<file path="config.mk">
export PLATFORM = sky130hd
export DESIGN_NAME = demux_1to4_reg
export DESIGN_NICKNAME = d
export VERILOG_FILES = /design/src/rtl/demux_pkg.sv /design/src/rtl/demux_slot.sv /design/src/rtl/demux_1to4_reg.sv
export SDC_FILE = /design/constraint.sdc
export NUM_CORES = 1
export LEC_CHECK = 0
export CAP_MARGIN = 20
export CORE_MARGIN = 2
export CORE_UTILIZATION = 46
export DETAILED_ROUTE_END_ITERATION = 10
export PLACE_DENSITY = 0.83
export RECOVER_POWER = 25
export SLEW_MARGIN = 20
export SYNTH_ARGS = -nofsm -noshare
export SYNTH_HDL_FRONTEND = slang
export SYNTH_SLANG_ARGS = --single-unit
</file>
<file path="constraint.sdc">
create_clock -name clk -period 4.2 [get_ports clk]
set_clock_uncertainty 0.15 [all_clocks]
set_input_delay 0.63 -clock clk [delete_from_list [all_inputs] [get_ports clk]]
set_output_delay 0.63 -clock clk [all_outputs]
set_load 0.01 [all_outputs]
</file>
<file path="src/rtl/demux_pkg.sv">
// ---------------------------------------------------------------------------
// demux_pkg
// Shared constants and helpers for the registered 1-to-4 demultiplexer.
//   NUM_CH     : number of output channels
//   SEL_W      : width of the channel select
//   STAT_W     : width of each per-channel delivery counter (used only when
//                DEMUX_STATS_EN is defined)
//   sel_t      : channel select type
//   sel_decode : one-hot decode of a channel select
// ---------------------------------------------------------------------------
package demux_pkg;

    localparam int NUM_CH = 4;
    localparam int SEL_W  = 2;
    localparam int STAT_W = 8;

    typedef logic [SEL_W-1:0]  sel_t;
    typedef logic [NUM_CH-1:0] ch_mask_t;

    // Turns a channel index into a one-hot channel mask.
    function automatic ch_mask_t sel_decode(input sel_t sel);
        ch_mask_t mask;
        mask      = '0;
        mask[sel] = 1'b1;
        return mask;
    endfunction

endpackage

</file>
<file path="src/rtl/demux_slot.sv">
// ---------------------------------------------------------------------------
// demux_slot
// One output channel of the demultiplexer: a single-entry register with a
// valid flag and a ready/valid handshake towards its sink.
//
// Optional feature (macro DEMUX_STATS_EN): adds a saturating counter of
// completed output transfers.
//
// Ports
//   clk         : clock, rising edge
//   rst         : asynchronous active-high reset
//   load        : an input transfer targets this slot this cycle
//   load_data   : payload to capture when load is high
//   drain_ready : sink accepts data this cycle
//   data        : held payload
//   valid       : slot holds data
//   stat_cnt    : (DEMUX_STATS_EN only) saturating delivery count
// ---------------------------------------------------------------------------
module demux_slot
    import demux_pkg::*;
#(
    parameter int WIDTH = 8
) (
    input  logic              clk,
    input  logic              rst,
    input  logic              load,
    input  logic [WIDTH-1:0]  load_data,
    input  logic              drain_ready,
`ifdef DEMUX_STATS_EN
    output logic [STAT_W-1:0] stat_cnt,
`endif
    output logic [WIDTH-1:0]  data,
    output logic              valid
);

    logic drain;

    // An output transfer completes when the slot is full and the sink is ready.
    assign drain = valid && drain_ready;

    // Data/valid register. A load takes priority over a drain so that a slot
    // being emptied and refilled in the same cycle stays valid with the new
    // word, which keeps the channel at one word per cycle. The data register
    // only changes on a load, so it stays stable while the sink stalls.
    always_ff @(posedge clk or posedge rst) begin
        if (rst) begin
            data  <= '0;
            valid <= 1'b0;
        end else begin
            if (load) begin
                data  <= load_data;
                valid <= 1'b1;
            end else if (drain) begin
                valid <= 1'b0;
            end
        end
    end

`ifdef DEMUX_STATS_EN
    // Delivery counter, saturating at its all-ones value.
    always_ff @(posedge clk or posedge rst) begin
        if (rst) begin
            stat_cnt <= '0;
        end else if (drain && (stat_cnt != '1)) begin
            stat_cnt <= stat_cnt + STAT_W'(1);
        end
    end
`endif

endmodule

</file>
<file path="src/rtl/demux_1to4_reg.sv">
// ---------------------------------------------------------------------------
// demux_1to4_reg
// Registered 1-to-4 demultiplexer. A word offered on the input is routed to
// the channel selected by in_sel and held there in a one-entry slot until
// that channel's sink takes it. Channels drain independently; a stalled
// channel only blocks inputs addressed to it.
//
// Optional feature (macro DEMUX_STATS_EN): adds port stat_cnt with one
// saturating 8-bit delivery counter per channel.
//
// Ports
//   clk       : clock, rising edge
//   rst       : asynchronous active-high reset
//   in_data   : input payload, WIDTH bits
//   in_sel    : destination channel 0..3
//   in_valid  : source offers in_data/in_sel
//   in_ready  : block accepts the offer this cycle
//   out_data  : four WIDTH-bit channels, channel 0 in the LSBs
//   out_valid : per-channel slot holds data
//   out_ready : per-channel sink takes data this cycle
//   stat_cnt  : (DEMUX_STATS_EN only) four 8-bit delivery counters
// ---------------------------------------------------------------------------
module demux_1to4_reg
    import demux_pkg::*;
#(
    parameter int WIDTH = 8
) (
    input  logic                          clk,
    input  logic                          rst,
    input  logic [WIDTH-1:0]              in_data,
    input  logic [SEL_W-1:0]              in_sel,
    input  logic                          in_valid,
    output logic                          in_ready,
    output logic [NUM_CH-1:0][WIDTH-1:0]  out_data,
    output logic [NUM_CH-1:0]             out_valid,
`ifdef DEMUX_STATS_EN
    output logic [NUM_CH-1:0][STAT_W-1:0] stat_cnt,
`endif
    input  logic [NUM_CH-1:0]             out_ready
);

    ch_mask_t load_vec;

    // The addressed slot can take a word if it is empty or is being drained
    // this same cycle. in_valid deliberately plays no part here.
    assign in_ready = !out_valid[in_sel] || out_ready[in_sel];

    // Only the addressed slot sees a load, and only on a completed transfer.
    assign load_vec = (in_valid && in_ready) ? sel_decode(in_sel) : '0;

    for (genvar k = 0; k < NUM_CH; k++) begin : g_slot
        demux_slot #(
            .WIDTH       (WIDTH)
        ) u_slot (
            .clk         (clk),
            .rst         (rst),
            .load        (load_vec[k]),
            .load_data   (in_data),
            .drain_ready (out_ready[k]),
`ifdef DEMUX_STATS_EN
            .stat_cnt    (stat_cnt[k]),
`endif
            .data        (out_data[k]),
            .valid       (out_valid[k])
        );
    end

endmodule

</file>
; ---- Word level (Yosys, flattened, before mapping)
; Index checks and enable logic that the tools add are counted.
[word_totals]
regBits = 36
in_bits = 17
output_inout_bits = 37
wordCells = 37
[classes]
n_lt_le_gt_ge = 2
n_mux = 15
n_reduce_logical = 12
[ops]
columns = cell, count
row1 = two-way mux 1 bit, 11
row2 = nonzero test 2 bit, 4
row3 = logical AND 1 bit, 6
row4 = binary-select mux 1 bit (select 2 bit), 2
row5 = two-way mux 4 bit, 1
row6 = "less-than comparator 2 x 3 -> 1 bit, second input constant", 1
row7 = demux 1 bit (select 2 bit), 1
row8 = "greater-or-equal comparator 2 x 1 -> 1 bit, second input constant", 1
row9 = zero test 1 bit, 1
row10 = logical OR 1 bit, 1

; ---- Longest topological paths before layout
; Gate-level depths: netlist (run 1).
[logic_depth]
word_depth = 7
depth_mapped = 4
ltp_nobuf = 3

; ---- By module
; A second synthesis (run 1) with hierarchy kept.
[unflattened]
hier_cells = 93
area_unflattened_um2 = 1592.8
[modules_own_cells]
columns = module, instances, cells_per_inst, area_each_um2, seq_area_each_um2
row1 = demux_slot, 4, 21, 372.9, 225.2
row2 = demux_1to4_reg, 1, 9, 101.3, 0.0

; ---- Worst setup path before layout (run 1)
; Ideal clock, no wire load.
[synth_path]
path_type = input to output
startpoint = input port out_ready[0]
endpoint = output port in_ready
arrival_ps = 1279
required_time_ps = 3420
slack_ps = 2141
cell_stages = 2
n_path_buf = 0
cell_sequence = nand2b_1 -> mux4_2
[synth_between]
elab_chain_len = 3
[synth_lines]
columns = element, line
row1 = from (decl), demux_1to4_reg.sv:39  ; input logic [NUM_CH-1:0] out_ready
row2 = binary-select mux 1 bit (select 2 bit), demux_1to4_reg.sv:46  ; assign in_ready = !out_valid[in_sel] || out_ready[in_sel];
row3 = two-way mux 1 bit (implied by the code), demux_1to4_reg.sv:46
row4 = logical OR 1 bit, demux_1to4_reg.sv:46
row5 = to (decl), demux_1to4_reg.sv:33  ; output logic in_ready,
; Every way passes these cells. The select of a mux whose other input is x is not followed.

; ---- Worst setup path after layout (run 1)
[layout_path]
startpoint = input port in_sel[0]
endpoint = output port in_ready
[layout_between]
elab_chain_len = 4
word_cells_on_any_way = 6
cone_classes = 4 x mux / 2 x reduce/logical
[layout_lines]
columns = element, line
row1 = from (decl), demux_1to4_reg.sv:31  ; input logic [SEL_W-1:0] in_sel,
row2 = binary-select mux 1 bit (select 2 bit), demux_1to4_reg.sv:46
row3 = two-way mux 1 bit (implied by the code), demux_1to4_reg.sv:46
row4 = zero test 1 bit, demux_1to4_reg.sv:46
row5 = logical OR 1 bit *, demux_1to4_reg.sv:46
; Mark *: on every way between the ends. The rest lies on a longest branch, timed or not. The select of a mux whose other input is x is not followed.

==> results.sh, run 1 <==
export IMPL_outcome="finished with violations"
export IMPL_power_per_cell_area_nw_per_um2=474.3
export IMPL_period_needed_ns=2.956
export IMPL_postCtsSetupBuffers=0
export IMPL_post_route_period_util_pct=70.38
export IMPL_synth_avg_cell_area_um2=15.54
export IMPL_syn_nets=109
export IMPL_path_max_fanout=4
export IMPL_cts_root_buf="clkbuf_4"
export IMPL_crit_path_end="in_ready"
export IMPL_cp_start_kind="input pin"
export IMPL_cts_sinks=36
export IMPL_htreeDepth=2
export IMPL_hold_class="reg -> reg"
export IMPL_syn_to_final_growth_pct=42.78
export IMPL_maxSlewHeadroom_pct=-24.81
export IMPL_drtPass1Iterations=4
export IMPL_ys_ff_latch=36
export IMPL_max_vdd_ir_drop_mv=0.2506
export IMPL_clk_pin_slew_ns=0.11
export IMPL_drc=0
export IMPL_clock_path_buffers=2
export IMPL_grt_max_degree=37
export IMPL_failed_checks="max-capacitance violations, max-slew violations"
export IMPL_reg2reg_to="g_slot[3].u_slot.data[1]$_DFFE_PP0P_"
export IMPL_cp_required_ns=3.42
export IMPL_synth_compound_area_share_pct=0.3500
export IMPL_worstSetupEndpointType="output port"
export IMPL_cts_tree="done"
export IMPL_dp_hpwl_um=2251
export IMPL_core_um2=3003
export IMPL_grt_pass1_vias=1011
export IMPL_yosys_area_share_xor_xnor_pct=0
export IMPL_n_antenna_cell=0
export IMPL_ys_warn_count=0
export IMPL_avgViaCountPerCell=5.238
export IMPL_die_h_um=59.76
export IMPL_insertion_delay_ns=0.34
export IMPL_antenna_found_initial=0
export IMPL_drt_wl_total_um=3082
export IMPL_fillers=232
export IMPL_synth_top_family_by_area="multiplexers"
export IMPL_nNetsFinal=164
export IMPL_synthMuxAreaShare_pct=26.77
export IMPL_hold_buffers=0
export IMPL_crit_path_start="in_sel[0]"
export IMPL_rsz0062_at_grt="false"
export IMPL_synthAdderAreaFrac_pct=0
export IMPL_synth_cell_area_um2=1430
export IMPL_rows=20
export IMPL_hold_viol=0
export IMPL_port_buffers=53
export IMPL_finish_utilization_pct=68.00
export IMPL_arrival_ns=2.18
export IMPL_drt_first_iter_violations=24
export IMPL_gp_congestion=0.8262
export IMPL_num_io_pins=54
export IMPL_die_w_um=59.76
export IMPL_initial_core_util_pct=47.63
export IMPL_r2r_slack_ns=2.30
export IMPL_slew_violations=37
export IMPL_setup_tns_final_ns=0
export IMPL_ys_types=14
export IMPL_leakage_nw=0.8639
export IMPL_syn_inst=92
export IMPL_num_vias=948
export IMPL_yosys_area_share_simple_pct=6.824
export IMPL_dieArea_um2=3571
export IMPL_routedWlPerCell_um=17.03
export IMPL_max_cap_violations=1
export IMPL_cts_buffers=5
export IMPL_worst_pin_slew_ns=1.872
export IMPL_seq_area_frac_synth_pct=62.99
export IMPL_mostFrequentLayoutCells="clkdlybuf4s50_1, dfrtp_1, mux2_2, nand2_1, clkbuf_4"
export IMPL_max_freq_ghz=0.3383
export IMPL_setup_viol=0
export IMPL_layout_drive_gt1_share_pct=28.38
export IMPL_grt_pass1_wl_um=4781
export IMPL_path_class="in -> out"
export IMPL_r2r_start="g_slot[3].u_slot.valid$_DFFE_PP0P_"
export IMPL_final_common_cell="clkdlybuf4s50_1"
export IMPL_ff2ff_path_depth=3
export IMPL_groute_usage_overall_pct=19.07
export IMPL_grt_ovfl_total=0
export IMPL_post_cts_resized=0
export IMPL_antenna_left=0
flip-flops by register name, indices dropped and copies added, names as in the netlist:
signal / cells
g_slot.u_slot.valid: 4
g_slot.u_slot.data: 32
area by class of cell:
| type | count | area [um2] | area share [%] |
|---|---|---|---|
| clock buffers | 6 | 41.29 | 2.022 |
| clock inverters | 2 | 35.03 | 1.716 |
| inverters | 1 | 3.754 | 0.1838 |
| multi-input cells | 49 | 485.5 | 23.77 |
| flip-flops and latches | 36 | 900.9 | 44.12 |
| well taps | 33 | 41.29 | 2.022 |
| repair buffers | 54 | 534.3 | 26.16 |
power breakdown:
part / internal, mW / switching, mW
clock: 0.125 / 0.110
sequential: 0.414 / 0.0381
combinational: 0.182 / 0.0994
total: 0.721 / 0.248
synth_stat cells:
library cell | count | area (um2)
and3_1 | 1 | 6.260
buf_2 | 2 | 10.01
buf_4 | 4 | 30.03
dfrtp_1 | 36 | 900.9
inv_1 | 1 | 3.750
mux2_2 | 32 | 360.4
mux4_2 | 1 | 22.52
nand2_1 | 5 | 18.77
nand2b_1 | 4 | 25.02
nand3_1 | 1 | 5.000
nand3b_2 | 1 | 11.26
nor2b_1 | 2 | 12.51
nor3b_4 | 1 | 18.77
o21ai_0 | 1 | 5.000
logic make-up (layout without fill, tap and decap cells):
family,count (synthesis),after routing
AOI/OAI and AO/OA,1,1
buffers and inverters,7,63
DFF,36,36
muxes,33,33
and+or+nand+nor,15,15
layer usage:
layer / up-vias / wire, um / global-route usage (%)
li1: 423 / - / -
met1: 488 / 1164 / 21.10
met2: 35 / 1685 / 33.39
met3: 2 / 208 / 7.792
met4: 0 / 23 / 5.714
met5: - / 0 / 0
worst min path at each step:
stage | startpoint | endpoint | slack (ns) | depth (start not counted)
finish | g_slot[0].u_slot.data[0]$_DFFE_PP0P_ | g_slot[0].u_slot.data[0]$_DFFE_PP0P_ | 0.37 | 1
CTS | g_slot[0].u_slot.data[0]$_DFFE_PP0P_ | g_slot[0].u_slot.data[0]$_DFFE_PP0P_ | 0.38 | 1
detailed placement | g_slot[0].u_slot.data[0]$_DFFE_PP0P_ | g_slot[0].u_slot.data[0]$_DFFE_PP0P_ | 0.35 | 1
floorplan | g_slot[3].u_slot.valid$_DFFE_PP0P_ | g_slot[3].u_slot.valid$_DFFE_PP0P_ | 0.32 | 2
global placement | g_slot[0].u_slot.data[0]$_DFFE_PP0P_ | g_slot[0].u_slot.data[0]$_DFFE_PP0P_ | 0.34 | 1
global route | g_slot[0].u_slot.data[0]$_DFFE_PP0P_ | g_slot[0].u_slot.data[0]$_DFFE_PP0P_ | 0.39 | 1
stage by stage:
stage / area (um2) / power, mW / cells / setup slack, ns / hold slack [ns]
after floorplan: 1430 / 0.5672 / 92 / 2.141 / 0.3241
after global placement: 1969 / 0.7334 / 173 / 1.257 / 0.3362
after detailed placement: 1969 / 0.7453 / 173 / 1.236 / 0.3504
after CTS: 2046 / 0.9818 / 181 / 1.232 / 0.3759
after global routing: 2042 / 1.019 / 181 / 1.179 / 0.3927
final: 2042 / 0.9686 / 181 / 1.244 / 0.3725
worst max-delay path, stage by stage:
cell             delay [ns]
clkdlybuf4s50_1        0.54
mux4_2                 0.51
clkdlybuf4s50_1        0.49
Note: power is estimated with default switching activity, not from simulation.
==> inputs of run 2 (changes only) <==
--- a/config.mk
+++ b/config.mk
@@ -7,9 +7,9 @@
 export LEC_CHECK = 0
 export CAP_MARGIN = 20
 export CORE_MARGIN = 2
-export CORE_UTILIZATION = 46
+export CORE_UTILIZATION = 39
 export DETAILED_ROUTE_END_ITERATION = 10
-export PLACE_DENSITY = 0.83
+export PLACE_DENSITY = 0.75
 export RECOVER_POWER = 25
 export SLEW_MARGIN = 20
 export SYNTH_ARGS = -nofsm -noshare
==> constraint.sdc (replaced) <==
create_clock -name clk -period 2.6 [get_ports clk]
set_clock_uncertainty 0.15 [all_clocks]
set_input_delay 0.39 -clock clk [delete_from_list [all_inputs] [get_ports clk]]
set_output_delay 0.39 -clock clk [all_outputs]
set_load 0.01 [all_outputs]
==> run 2 against run 1 <==
Against the previous run: the run now ends clean; non-clock buffer count rose by 4; hold slack got worse by 0.0096 ns; sequential power rose by 61%; global-route usage fell by 3.6 points; first-iteration DRC count rose by 21%; wire length fell by 6.5%; sequential share of layout area fell by 0.77 points; clock-buffer cell count rose by 1; power rose by 56%; final cell count rose by 8.8%; setup slack got worse by 1.1 ns; largest cell class unchanged; combinational power rose by 62%.
==> results.sh, run 2 (synthesis results as in run 1) <==
export IMPL_groute_usage_overall_pct=15.46
export IMPL_drc=0
export IMPL_max_cap_violations=0
export IMPL_internal_power_mw=1.119
export IMPL_htreeDepth=2
export IMPL_largest_register="g_slot.u_slot.data"
export IMPL_hold_buffers=0
export IMPL_grt_max_degree=37
export IMPL_clk_pin_slew_ns=0.10
export IMPL_port_buffers=53
export IMPL_path_max_fanout=4
export IMPL_largest_register_ffs=32
export IMPL_hold_class="reg -> reg"
export IMPL_arrival_ns=1.93
export IMPL_p_seq_share_pct=48.2
export IMPL_num_io_pins=54
export IMPL_die_w_um=64.56
export IMPL_cts_buffers=5
export IMPL_outcome="finished, final reports clean"
export IMPL_dp_hpwl_um=2131
export IMPL_setup_tns_final_ns=0
export IMPL_hold_slack_ns=0.3629
export IMPL_period_needed_ns=2.474
export IMPL_p_sw_mw=0.3875
export IMPL_slew_violations=0
export IMPL_rows=21
export IMPL_nNetsFinal=168
export IMPL_avgViaCountPerCell=4.792
export IMPL_initial_core_util_pct=41.87
export IMPL_cts_tree="done"
export IMPL_path_class="in -> out"
export IMPL_setup_viol=0
export IMPL_gp_congestion=0.8190
export IMPL_cts_root_buf="clkbuf_4"
export IMPL_antenna_found_initial=0
export IMPL_reg_largest_list="g_slot.u_slot.data x32, g_slot.u_slot.valid x4"
export IMPL_cts_sinks=36
export IMPL_postCtsSetupBuffers=0
export IMPL_layout_drive_gt1_share_pct=31.13
export IMPL_grt_ovfl_total=0
export IMPL_drtPass1Iterations=4
export IMPL_syn_to_final_growth_pct=45.32
export IMPL_leakage_nw=0.8827
export IMPL_max_vdd_ir_drop_mv=0.4003
export IMPL_cp_start_kind="input pin"
export IMPL_core_um2=3416
export IMPL_rsz0062_at_grt="false"
export IMPL_worstSetupEndpointType="output port"
export IMPL_routedWlPerCell_um=14.63
export IMPL_mostFrequentLayoutCells="clkdlybuf4s50_1, dfrtp_1, mux2_2, nand2_1, clkbuf_4"
export IMPL_final_common_cell="clkdlybuf4s50_1"
export IMPL_netSwitchingFraction_pct=25.72
export IMPL_drt_first_iter_violations=29
export IMPL_num_vias=944
export IMPL_fillers=286
export IMPL_pwr_share_comb_pct=30.2
export IMPL_grt_pass1_wl_um=4747
export IMPL_post_route_period_util_pct=95.15
export IMPL_drt_wl_total_um=2883
export IMPL_max_freq_ghz=0.4042
export IMPL_antenna_left=0
export IMPL_die_h_um=64.56
export IMPL_cp_required_ns=2.06
export IMPL_maxSlewHeadroom_pct=42.96
export IMPL_post_cts_resized=0
export IMPL_dieArea_um2=4167
export IMPL_n_antenna_cell=0
export IMPL_grt_pass1_vias=997
export IMPL_insertion_delay_ns=0.33
export IMPL_worst_pin_slew_ns=0.8556
export IMPL_power_per_cell_area_nw_per_um2=725.0
export IMPL_hold_viol=0
export IMPL_p_clk_share_pct=21.6
export IMPL_clock_path_buffers=2
==> run 2: metrics by stage <==
stage	total power, mW	worst slack (ns)	instance area, um2	cells	util [%]
after floorplan	0.9163	1.021	1430	92	-
after global placement	1.191	0.1253	2016	190	59.01
after detailed placement	1.201	0.1139	2016	190	59.01
after CTS	1.527	0.1145	2081	197	60.92
after global routing	1.592	0.09682	2078	197	60.84
final	1.507	0.1261	2078	197	60.84
==> run 2: cell type report <==
| type | count | area (um2) | area share, % |
|---|---|---|---|
| Inverter | 1 | 3.754 | 0.1806 |
| Timing Repair Buffer | 58 | 565.5 | 27.21 |
| Multi-Input combinational cell | 49 | 485.5 | 23.36 |
| Tap cell | 46 | 57.56 | 2.769 |
| Clock buffer | 7 | 65.06 | 3.131 |
| Sequential cell | 36 | 900.9 | 43.35 |
==> run 2: routing by layer <==
metal | share of wire (%) | track usage [%]
met1 | 41 | 17.87
met2 | 51 | 26.30
met5 | 0 | 0
met3 | 6.8 | 5.729
met4 | 2.0 | 5.585
==> run 2: path summary, 6_finish.rpt <==
| kind | startpoint | endpoint | slack, ns | cells past startpoint |
|---|---|---|---|---|
| max reg2reg | g_slot[1].u_slot.valid$_DFFE_PP0P_ | g_slot[1].u_slot.data[0]$_DFFE_PP0P_ | 0.97 | 4 |
| max | in_sel[0] | in_ready | 0.13 | 3 |
| min reg2reg | g_slot[1].u_slot.data[1]$_DFFE_PP0P_ | g_slot[1].u_slot.data[1]$_DFFE_PP0P_ | 0.36 | 1 |
| min | g_slot[1].u_slot.data[1]$_DFFE_PP0P_ | g_slot[1].u_slot.data[1]$_DFFE_PP0P_ | 0.36 | 1 |
| min in group asynchronous | rst | g_slot[3].u_slot.data[1]$_DFFE_PP0P_ | 0.59 | 3 |
| max in group asynchronous | rst | g_slot[1].u_slot.data[2]$_DFFE_PP0P_ | 1.18 | 3 |
==> run 2: power groups by stage <==
stage | Combinational, mW | Clock (mW) | Sequential, mW
CTS | 0.464 | 0.334 | 0.729
detailed placement | 0.462 | 0 | 0.739
floorplan | 0.134 | 0 | 0.783
global placement | 0.456 | 0 | 0.736
global route | 0.485 | 0.363 | 0.743
finish | 0.456 | 0.325 | 0.726
==> run 2: critical path: stages <==
cell and delay, ns:
clkdlybuf4s50_1 0.54, mux4_2 0.51, clkdlybuf4s50_1 0.49
==> edit, RTL diff (settings of run 2) <==
`WIDTH` is set to 8 in 2 places; all go to 7.
--- a/src/rtl/demux_slot.sv
+++ b/src/rtl/demux_slot.sv
@@ -21,3 +21,3 @@
 #(
-    parameter int WIDTH = 8
+    parameter int WIDTH = 7
 ) (
--- a/src/rtl/demux_1to4_reg.sv
+++ b/src/rtl/demux_1to4_reg.sv
@@ -25,3 +25,3 @@
 #(
-    parameter int WIDTH = 8
+    parameter int WIDTH = 7
 ) (
Interface: changed (resized in_data and out_data); port bits go from 54 to 49. No check against the original RTL was run, so the function may have changed too.
==> edit against run 2 <==
Largest cell class unchanged; total power decreased by 9.9%; sequential cell count shrank 4; cell area down 10%; wire length is 5.2% lower; synthesized area decreased by 10%; combinational power down 11%; sequential power decreased by 12%; setup slack got worse by 3.9 ps; the run now ends with max-capacitance violations, max-slew violations left.
==> edit: results (changes against run 2) <==
Via count: 856 (-9.3%)
Number of port buffers: 48 (-9.4%)
Final GP Congestion: 0.729 (-11%)
Number of global-route vias before repair: 962 (-3.5%)
Max_cap viols: 1 (+1)
Layout cells sized above 1: 28.7% (-2.4 points)
First-pass GRT wire length: 4340 um (-8.6%)
Placed cell count: 173 (-8.9%)
Final WS setup: 122 ps (-3.93 ps)
Register-to-Register Path Depth: 3 (-1)
Status: complete, but fails checks
Failing checks: max-capacitance violations, max-slew violations
Pin count of the biggest net entering global routing: 33 (-11%)
Gate Count Post-Synth: 84 (-8.7%)
Met2 WL post-DR: 1320 um (-9.7%)
Slew Viols, Final: 33 (+33)
Main area contributors after synthesis: dfrtp_1 63%, mux2_2 25%, buf_4 2.3%
Sw Share: 25.7% (-0.042 points)
Met3 Use GR: 7.14% (+1.4 points)
Reg2Reg Setup Slack: 1010 ps (+40 ps)
Iteration-0 DRC Markers: 20 (-31%)
HP Start: g_slot[0].u_slot.data[0]
Top flop regs: g_slot.u_slot.data (28), g_slot.u_slot.valid (4)
Met1 usage: 19.2% (+1.3 points)
Routed len/inst: 15.2 um (+3.7%)
[edit: cell count changes in the layout (fill, tap and decap cells not counted), sizes merged]
cell                  run 2  this run
buf                       4         2
clkdlybuf4s50            52        47
mux2                     32        28
dfrtp                    36        32
[edit: final cells by class]
| cell class | count | area (um^2) |
|---|---|---|
| Fill cell | 275 | 1220 |
| Sequential cell | 32 | 801 |
| Timing Repair Buffer | 51 | 499 |
| Multi-Input combinational cell | 45 | 437 |
| Clock buffer | 7 | 65.1 |
| Tap cell | 44 | 55.1 |
| Inverter | 1 | 3.75 |
[edit: logic make-up (layout without fill, tap and decap cells)]
| kind of cell | count (synthesis) | count (layout) | synth area share (%) |
|---|---|---|---|
| flops | 32 | 32 | 62.5 |
| mux | 29 | 29 | 26.4 |
| simple gates | 15 | 15 | 7.32 |
| buf+inv | 7 | 59 | 3.42 |
| compound gates | 1 | 1 | 0.390 |
